<file path="src/rtl/wb_initiator.sv">
// Wishbone B4 pipelined single-transaction initiator with retry and timeout.
// Ports: cmd_* request in, rsp_* response out, wb_* bus master side.
module wb_initiator #(
    parameter int AW        = 32,
    parameter int TIMEOUT   = 255,
    parameter int MAX_RETRY = 3
) (
    input  logic          clk_i,
    input  logic          rst_n_i,
    input  logic          cmd_valid_i,
    output logic          cmd_ready_o,
    input  logic          cmd_we_i,
    input  logic [AW-1:0] cmd_adr_i,
    input  logic [31:0]   cmd_dat_i,
    input  logic [3:0]    cmd_sel_i,
    output logic          rsp_valid_o,
    output logic [31:0]   rsp_dat_o,
    output logic [1:0]    rsp_status_o,
    output logic          wb_cyc_o,
    output logic          wb_stb_o,
    output logic          wb_we_o,
    output logic [AW-3:0] wb_adr_o,
    output logic [3:0]    wb_sel_o,
    output logic [31:0]   wb_dat_o,
    input  logic          wb_ack_i,
    input  logic          wb_err_i,
    input  logic          wb_rty_i,
    input  logic          wb_stall_i,
    input  logic [31:0]   wb_dat_i
);

    typedef enum logic [2:0] {
        IDLE, REQ, WAIT, BACKOFF, RSP
    } state_t;

    localparam logic [15:0] TO_LAST = 16'(TIMEOUT - 1);
    localparam logic [3:0]  MR      = 4'(MAX_RETRY);

    state_t        state_q;
    logic          cyc_q, stb_q, we_q, rdy_q;
    logic [AW-3:0] adr_q;
    logic [3:0]    sel_q;
    logic [31:0]   dat_q;
    logic          rsp_valid_q;
    logic [31:0]   rsp_dat_q;
    logic [1:0]    rsp_status_q;
    logic [15:0]   tmo_q;
    logic [3:0]    retry_q;

    // Byte offset bits are not part of the word address.
    logic unused_adr;
    assign unused_adr = ^cmd_adr_i[1:0];

    // A termination counts once the request is accepted (or in that cycle).
    logic live, t_err, t_ack, t_rty, expired;
    assign live    = (state_q == WAIT) ||
                     (state_q == REQ && !wb_stall_i);
    assign t_err   = live && wb_err_i;
    assign t_ack   = live && wb_ack_i && !wb_err_i;
    assign t_rty   = live && wb_rty_i && !wb_err_i && !wb_ack_i;
    assign expired = (tmo_q == TO_LAST);

    always_ff @(posedge clk_i or negedge rst_n_i) begin
        if (!rst_n_i) begin
            state_q      <= IDLE;
            cyc_q        <= 1'b0;
            stb_q        <= 1'b0;
            we_q         <= 1'b0;
            rdy_q        <= 1'b1;
            adr_q        <= '0;
            sel_q        <= '0;
            dat_q        <= '0;
            rsp_valid_q  <= 1'b0;
            rsp_dat_q    <= '0;
            rsp_status_q <= 2'b00;
            tmo_q        <= '0;
            retry_q      <= '0;
        end else begin
            rsp_valid_q <= 1'b0;
            case (state_q)
                IDLE: begin
                    if (cmd_valid_i) begin
                        we_q    <= cmd_we_i;
                        adr_q   <= cmd_adr_i[AW-1:2];
                        sel_q   <= cmd_sel_i;
                        dat_q   <= cmd_dat_i;
                        retry_q <= '0;
                        tmo_q   <= '0;
                        cyc_q   <= 1'b1;
                        stb_q   <= 1'b1;
                        rdy_q   <= 1'b0;
                        state_q <= REQ;
                    end
                end
                REQ, WAIT: begin
                    tmo_q <= tmo_q + 16'd1;
                    if (state_q == REQ && !wb_stall_i) begin
                        stb_q   <= 1'b0;
                        state_q <= WAIT;
                    end
                    // Timeout is checked last so a same-cycle
                    // termination wins over it.
                    priority case (1'b1)
                        t_err: begin
                            cyc_q        <= 1'b0;
                            stb_q        <= 1'b0;
                            rsp_valid_q  <= 1'b1;
                            rsp_dat_q    <= '0;
                            rsp_status_q <= 2'b01;
                            state_q      <= RSP;
                        end
                        t_ack: begin
                            cyc_q        <= 1'b0;
                            stb_q        <= 1'b0;
                            rsp_valid_q  <= 1'b1;
                            rsp_dat_q    <= we_q ? 32'd0 : wb_dat_i;
                            rsp_status_q <= 2'b00;
                            state_q      <= RSP;
                        end
                        t_rty: begin
                            cyc_q <= 1'b0;
                            stb_q <= 1'b0;
                            if (retry_q < MR) begin
                                retry_q <= retry_q + 4'd1;
                                state_q <= BACKOFF;
                            end else begin
                                rsp_valid_q  <= 1'b1;
                                rsp_dat_q    <= '0;
                                rsp_status_q <= 2'b11;
                                state_q      <= RSP;
                            end
                        end
                        expired: begin
                            cyc_q        <= 1'b0;
                            stb_q        <= 1'b0;
                            rsp_valid_q  <= 1'b1;
                            rsp_dat_q    <= '0;
                            rsp_status_q <= 2'b10;
                            state_q      <= RSP;
                        end
                        default: ;
                    endcase
                end
                BACKOFF: begin
                    tmo_q   <= '0;
                    cyc_q   <= 1'b1;
                    stb_q   <= 1'b1;
                    state_q <= REQ;
                end
                RSP: begin
                    rdy_q   <= 1'b1;
                    state_q <= IDLE;
                end
                default: state_q <= IDLE;
            endcase
        end
    end

    assign cmd_ready_o  = rdy_q;
    assign rsp_valid_o  = rsp_valid_q;
    assign rsp_dat_o    = rsp_dat_q;
    assign rsp_status_o = rsp_status_q;
    assign wb_cyc_o     = cyc_q;
    assign wb_stb_o     = stb_q;
    assign wb_we_o      = we_q;
    assign wb_adr_o     = adr_q;
    assign wb_sel_o     = sel_q;
    assign wb_dat_o     = dat_q;

endmodule

</file>
<file path="config.mk">
export PLATFORM = sky130hd
export DESIGN_NAME = wb_initiator
export DESIGN_NICKNAME = d
export VERILOG_FILES = /design/src/rtl/wb_initiator.sv
export SDC_FILE = /design/constraint.sdc
export NUM_CORES = 1
export LEC_CHECK = 0
export CAP_MARGIN = 40
export CORE_MARGIN = 2
export CORE_UTILIZATION = 40
export CTS_BUF_LIST = sky130_fd_sc_hd__clkbuf_8 sky130_fd_sc_hd__clkbuf_16
export CTS_CLUSTER_DIAMETER = 200
export DETAILED_ROUTE_END_ITERATION = 8
export HOLD_SLACK_MARGIN = 0.02
export PLACE_DENSITY = 0.76
export SETUP_SLACK_MARGIN = 0.05
export SYNTH_ARGS = -nofsm -noshare
export SYNTH_HDL_FRONTEND = slang
export SYNTH_SLANG_ARGS = --single-unit
export TNS_END_PERCENT = 10
</file>
<file path="constraint.sdc">
create_clock -name clk_i -period 2.9 [get_ports clk_i]
set_input_delay 0.725 -clock clk_i [delete_from_list [all_inputs] [get_ports clk_i]]
set_output_delay 0.725 -clock clk_i [all_outputs]
set_load 0.01 [all_outputs]
</file>
==> results.toml, run 1 <==
[cts]
cts_resized = 0
cts_buffers = 17
clk_pin_slew_ps = 60
cts_hold_buffers = 0
cts_tree = "done"
clk_path_buf_depth = 2
clk_latency_ps = 420
htree_num_levels = 4
cts_root_buf = "clkbuf_16"
clock-sinks = 128
post_cts_buffers = 0

[sta]
finalSetupViolations = 0
finalCriticalPeriod_ps = 2430
finalClockSkew_ps = 6.27
fin_crit_sh = 0.838
tightest_slew_ps = 630
hold_viol_final = 0
rsz0062_at_grt = "false"
max_freq_mhz = 411
setup_slack_ps = 468
relSlewSlack = 0.577
tns_ps = 0
drv_slew = 0

[synthesis]
synthMuxAreaShare = 0.154
synth-edff-count = 0
syn_avg_cell_area_um2 = 14.0
synth_simple_gate_area_frac = 0.0656
synth_compound_area_frac = 0.0934
yosysSeqAreaShare = 0.636
synthDistinctLibCells = 37
syn-num-nets = 472
netlist_area_mm2 = 0.00504
yosysTopAreaCell = "dfrtp_1"
yosys_warnings = 0
synth_top_family_by_area = "multiplexers"
async_flop_share = 1.00
synthAdderAreaFrac = 0.00745
yosys-top-cells-area = "dfrtp_1 (63%), mux2_2 (15%), a22o_1 (6.1%)"
synth_top_area_share = 0.631
synth_xor_area_frac = 0.0191
synth_flop_cell = "dfrtp_1"
ys_seq_elements = 128
netlist_instances = 361

[setup_path]
end_kind = "register"
critPathMaxFanout = 33
cpMaxStageDelayCell = "clkdlybuf4s50_1"
max_stage_delay_ps = 440
required_ps = 3200
crit_chain = "clkdlybuf4s50_1 > or2_2 > o22a_1 > o32a_1 > or3_1 > buf_12 > a22o_1"
timing_worst_setup_path_type = "input port to register"
startpoint_type = "input port"
worstPathArrival_ps = 2730

[final_layout]
finalNonFillerCells = 768
drive_above_1_share = 0.198
synthToLayoutAreaGrowth_pct = 60.3
multi_input_area_mm2 = 0.00173
layout.nets = 698
seq_area_mm2 = 0.00320
final_core_util = 0.664
nFillCells = 882
diodes = 0

[detailed_routing]
ant_nets = 0
drc = 0
vias = 3816
first_iter_violations = 182
dr.pass1.iters = 4
viasPerCell = 4.97
drt-wirelength-per-cell_um = 17.4
routed_wl_um = 13400

[die]
coreArea_mm2 = 0.0122
num_rows = 40
die_area_mm2 = 0.0135
initial_core_util = 0.414
pin_count = 213
die_h_um = 116
dieWidth_um = 116

[placed_design]
dpl.cell_count = 736
place.gp.congestion = 0.824
dpl.hpwl_um = 9770
pre_cts_slack_ps = 52.1
portBuffers = 210

[grt]
grt_overflow = 0
grt_pass1_vias = 4162
grtUsageTotal = 0.206
grt_first_pass_wirelength_um = 20700
antenna_found_initial = 0
grt_max_degree = 47

[power]
ir_worst_vdd_mv = 0.679
fin_total_pwr_mw = 9.04
p_per_area_mw_per_mm2 = 1120
leakagePower_nw = 3.47

[flow_run]
cap_violations = 0

[min_path]
hold_path_class = "input port to async pin"

[outcome]
outcome = "completed"
## placed cells by master (no fill, tap or decap), drive strengths merged, types with 8 or more instances in the layout
master,instances
xor2,9
a22o,35
nand2,11
clkdlybuf4s50,209
buf,17
inv,8
clkbuf,20
o21ai,9
dfrtp,127
nor2,19
mux2,69
## area by class of cell
cell class,instances,area share
Multi-Input combinational cell,209,0.214
Sequential cell,128,0.397
Timing Repair Buffer,226,0.283
Clock buffer,20,0.0578
Tap cell,168,0.0260
Inverter,5,0.00232
Clock inverter,12,0.0206
## registers in the layout (all words and copies together), names as in the netlist
register and flops:
wb_sel_o 4, wb_we_o 1, retry_q 4, tmo_q 16, wb_dat_o 32, cmd_ready_o 1
state_q 3, wb_cyc_o 1, rsp_valid_o 1, wb_stb_o 1, rsp_status_o 2, rsp_dat_o 32
wb_adr_o 30
## power by group
part | switching (mW) | total (mW) | internal [mW]
clock | 0.761 | 2.25 | 1.49
sequential | 0.452 | 3.04 | 2.58
combinational | 1.47 | 3.75 | 2.28
total | 2.68 | 9.04 | 6.36
## path summary, 6_finish.rpt
kind | from | to | slack, ps | cells after the start
worst max-delay path | wb_stall_i | rsp_dat_o[14] | 470 | 7
worst min-delay path | rst_n_i | wb_adr_o[8] | 310 | 1
worst max register to register | tmo_q[8] | rsp_dat_o[14] | 540 | 5
worst min register to register | tmo_q[5] | tmo_q[5] | 490 | 1
max in group asynchronous | rst_n_i | wb_adr_o[19] | 1770 | 2
min in group clk_i | tmo_q[5] | tmo_q[5] | 490 | 1
## synthesized netlist by cell type, drive strengths merged, types with 2 or more instances
cell    number
clkbuf      14
nand2       11
a22o        35
nand2b       4
nor2b        2
nand4        7
o22a         3
nor4b        2
mux2        69
o21ai        9
ha           3
xnor2        2
and2         4
and3         4
nor4         2
xor2         9
buf          5
nor2        19
nor3         4
inv          5
or2          2
dfrtp      127
nand3        2
a21oi        6
## per-layer routing
| metal | GRT usage | share of wire |
|---|---|---|
| met1 | 0.218 | 0.37 |
| met2 | 0.349 | 0.51 |
| met3 | 0.115 | 0.10 |
| met4 | 0.0698 | 0.011 |
| met5 | 0 | 0 |
## kinds of logic after synthesis
logic type,count (synthesis)
DFF,128
muxes,69
adders and majority gates,3
AOI/OAI and AO/OA,61
buffers and inverters,24
xor gates and xnor gates,11
and+or+nand+nor,65
## through the flow
stage	hold slack (ps)	instance area [µm²]
after floorplan	429	5040
after global placement	467	7440
after detailed placement	477	7440
after CTS	331	8070
after global routing	353	8070
final	306	8070
## critical path: cells and delay by family
kind            cells  cell delay [ps]
simple gates        2              750
buf+inv             2              640
compound gates      3              600
Note: power is estimated with default switching activity, not from simulation.
==> run 2: changes to the inputs <==
- CORE_UTILIZATION: 40 -> 38
- clock period: 2.9 -> 2.1 ns (I/O delays scaled with it)
==> run 2 against run 1 <==
The flow now finishes with violations (negative setup slack). Sequential power increased by 37%. Routed wire length fell by 1.6%. Utilization decreased by 3.7 points. Critical path depth is 2 lower. Critical path type is now register to register. Highest routed layer unchanged.
==> results.toml, run 2 (synthesis gave the netlist of run 1 again) <==
[sta]
whs_ps = 497
setup_slack_ps = -39.5
tightest_slew_ps = 663
finalSetupViolations = 32
max_freq_mhz = 467
fin_crit_sh = 1.02
drv_slew = 0
finalCriticalPeriod_ps = 2140
hold_viol_final = 0
tns_ps = -490
finalClockSkew_ps = 9.10
relSlewSlack = 0.555
rsz0062_at_grt = "true"

[flow_run]
cap_violations = 0

[setup_path]
required_ps = 2390
critPathMaxFanout = 34
timing_worst_setup_path_type = "register to register"
rrSetupSlack_ps = -40
end_kind = "register"
startpoint_type = "register"
worstPathArrival_ps = 2430
reg2regPathDepth = 5

[outcome]
violations = "negative setup slack"
outcome = "complete, but fails checks"

[grt]
grt_pass1_vias = 4203
grt_overflow = 0
grt_first_pass_wirelength_um = 21200
antenna_found_initial = 0
grtUsageTotal = 0.192
grt_max_degree = 64

[min_path]
hold_path_class = "register to register"
hold-path-cell-count = 1

[die]
num_rows = 42
initial_core_util = 0.385
die_h_um = 119
die_area_mm2 = 0.0142
dieWidth_um = 119
pin_count = 213
coreArea_mm2 = 0.0131

[placed_design]
portBuffers = 210
dpl.hpwl_um = 9390
pre_cts_slack_ps = -417
place.gp.congestion = 0.824

[cts]
clk_latency_ps = 410
clk_pin_slew_ps = 50
htree_num_levels = 4
cts_tree = "done"
cts_root_buf = "clkbuf_16"
clock-sinks = 128
cts_buffers = 17
clk_path_buf_depth = 2

[detailed_routing]
drc = 0
dr.pass1.iters = 4
vias = 3956
top_layer = "met4"
ant_nets = 0
routed_wl_um = 13100
drt-wirelength-per-cell_um = 16.5
dr_wl_met2_um = 6470
m1WireLength_um = 5260
first_iter_violations = 112
viasPerCell = 4.97
routed-wl-met3_um = 1040

[power]
fin_total_pwr_mw = 12.4
leakagePower_nw = 3.56
p_per_area_mw_per_mm2 = 1510
ir_worst_vdd_mv = 0.923

[final_layout]
layout_commonest_cell = "clkdlybuf4s50_1"
nFillCells = 1007
synthToLayoutAreaGrowth_pct = 62.9
layout.nets = 718
final_cell_mix = "clkdlybuf4s50_1 (209), dfrtp_1 (127), mux2_2 (68)"
drive_above_1_share = 0.229
diodes = 0
final_core_util = 0.627
[run 2: routing by layer]
metal,vias to the layer above,global-route usage
met2,162,0.304
met1,1966,0.225
li1,1798,-
met3,30,0.0781
met5,-,0
met4,0,0.0967
[run 2: layout make-up]
cell class	count	area, µm²	area share
clock buffer	23	508	0.0619
tap	176	220	0.0268
timing repair buffer	246	2430	0.297
sequential	128	3200	0.391
clock inverter	9	81.3	0.00991
inverter	5	18.8	0.00229
multi-input combinational	209	1740	0.212
[run 2: worst paths after layout]
path                           start           end
max                        tmo_q[10]  rsp_dat_o[0]
min                         tmo_q[5]      tmo_q[5]
max reg2reg                tmo_q[10]  rsp_dat_o[0]
min reg2reg                 tmo_q[5]      tmo_q[5]
max in group asynchronous    rst_n_i   cmd_ready_o
min in group asynchronous    rst_n_i  rsp_dat_o[0]
[run 2: where the power goes]
group	internal, mW	total, mW	switching (mW)	leakage (nW)
combinational	3.29	5.35	2.06	1.67
clock	1.81	2.86	1.06	0.292
sequential	3.57	4.16	0.590	1.60
total	8.66	12.4	3.71	3.56
[run 2: stage by stage]
step / cell area, µm² / std cells
2_1_floorplan: 5040 / 361
3_3_place_gp: 7600 / 763
3_5_place_dp: 7600 / 763
4_1_cts: 8200 / 796
5_1_grt: 8200 / 796
6_report: 8200 / 796
[run 2: worst max-delay path, cell delays in order (launching register included)]
cell,delay (ps)
dfrtp_1,370
or4_4,530
o32a_1,320
or3_4,360
buf_12,180
a22o_1,240
[run 2: timing repair]
item                                   4_1_cts  5_1_grt
gates resized for setup                      2        0
setup endpoints to repair                   32       33
setup buffers                                0        0
pin swaps                                    2        4
hold buffers                                 1        0
endpoints found under the hold margin       20        0
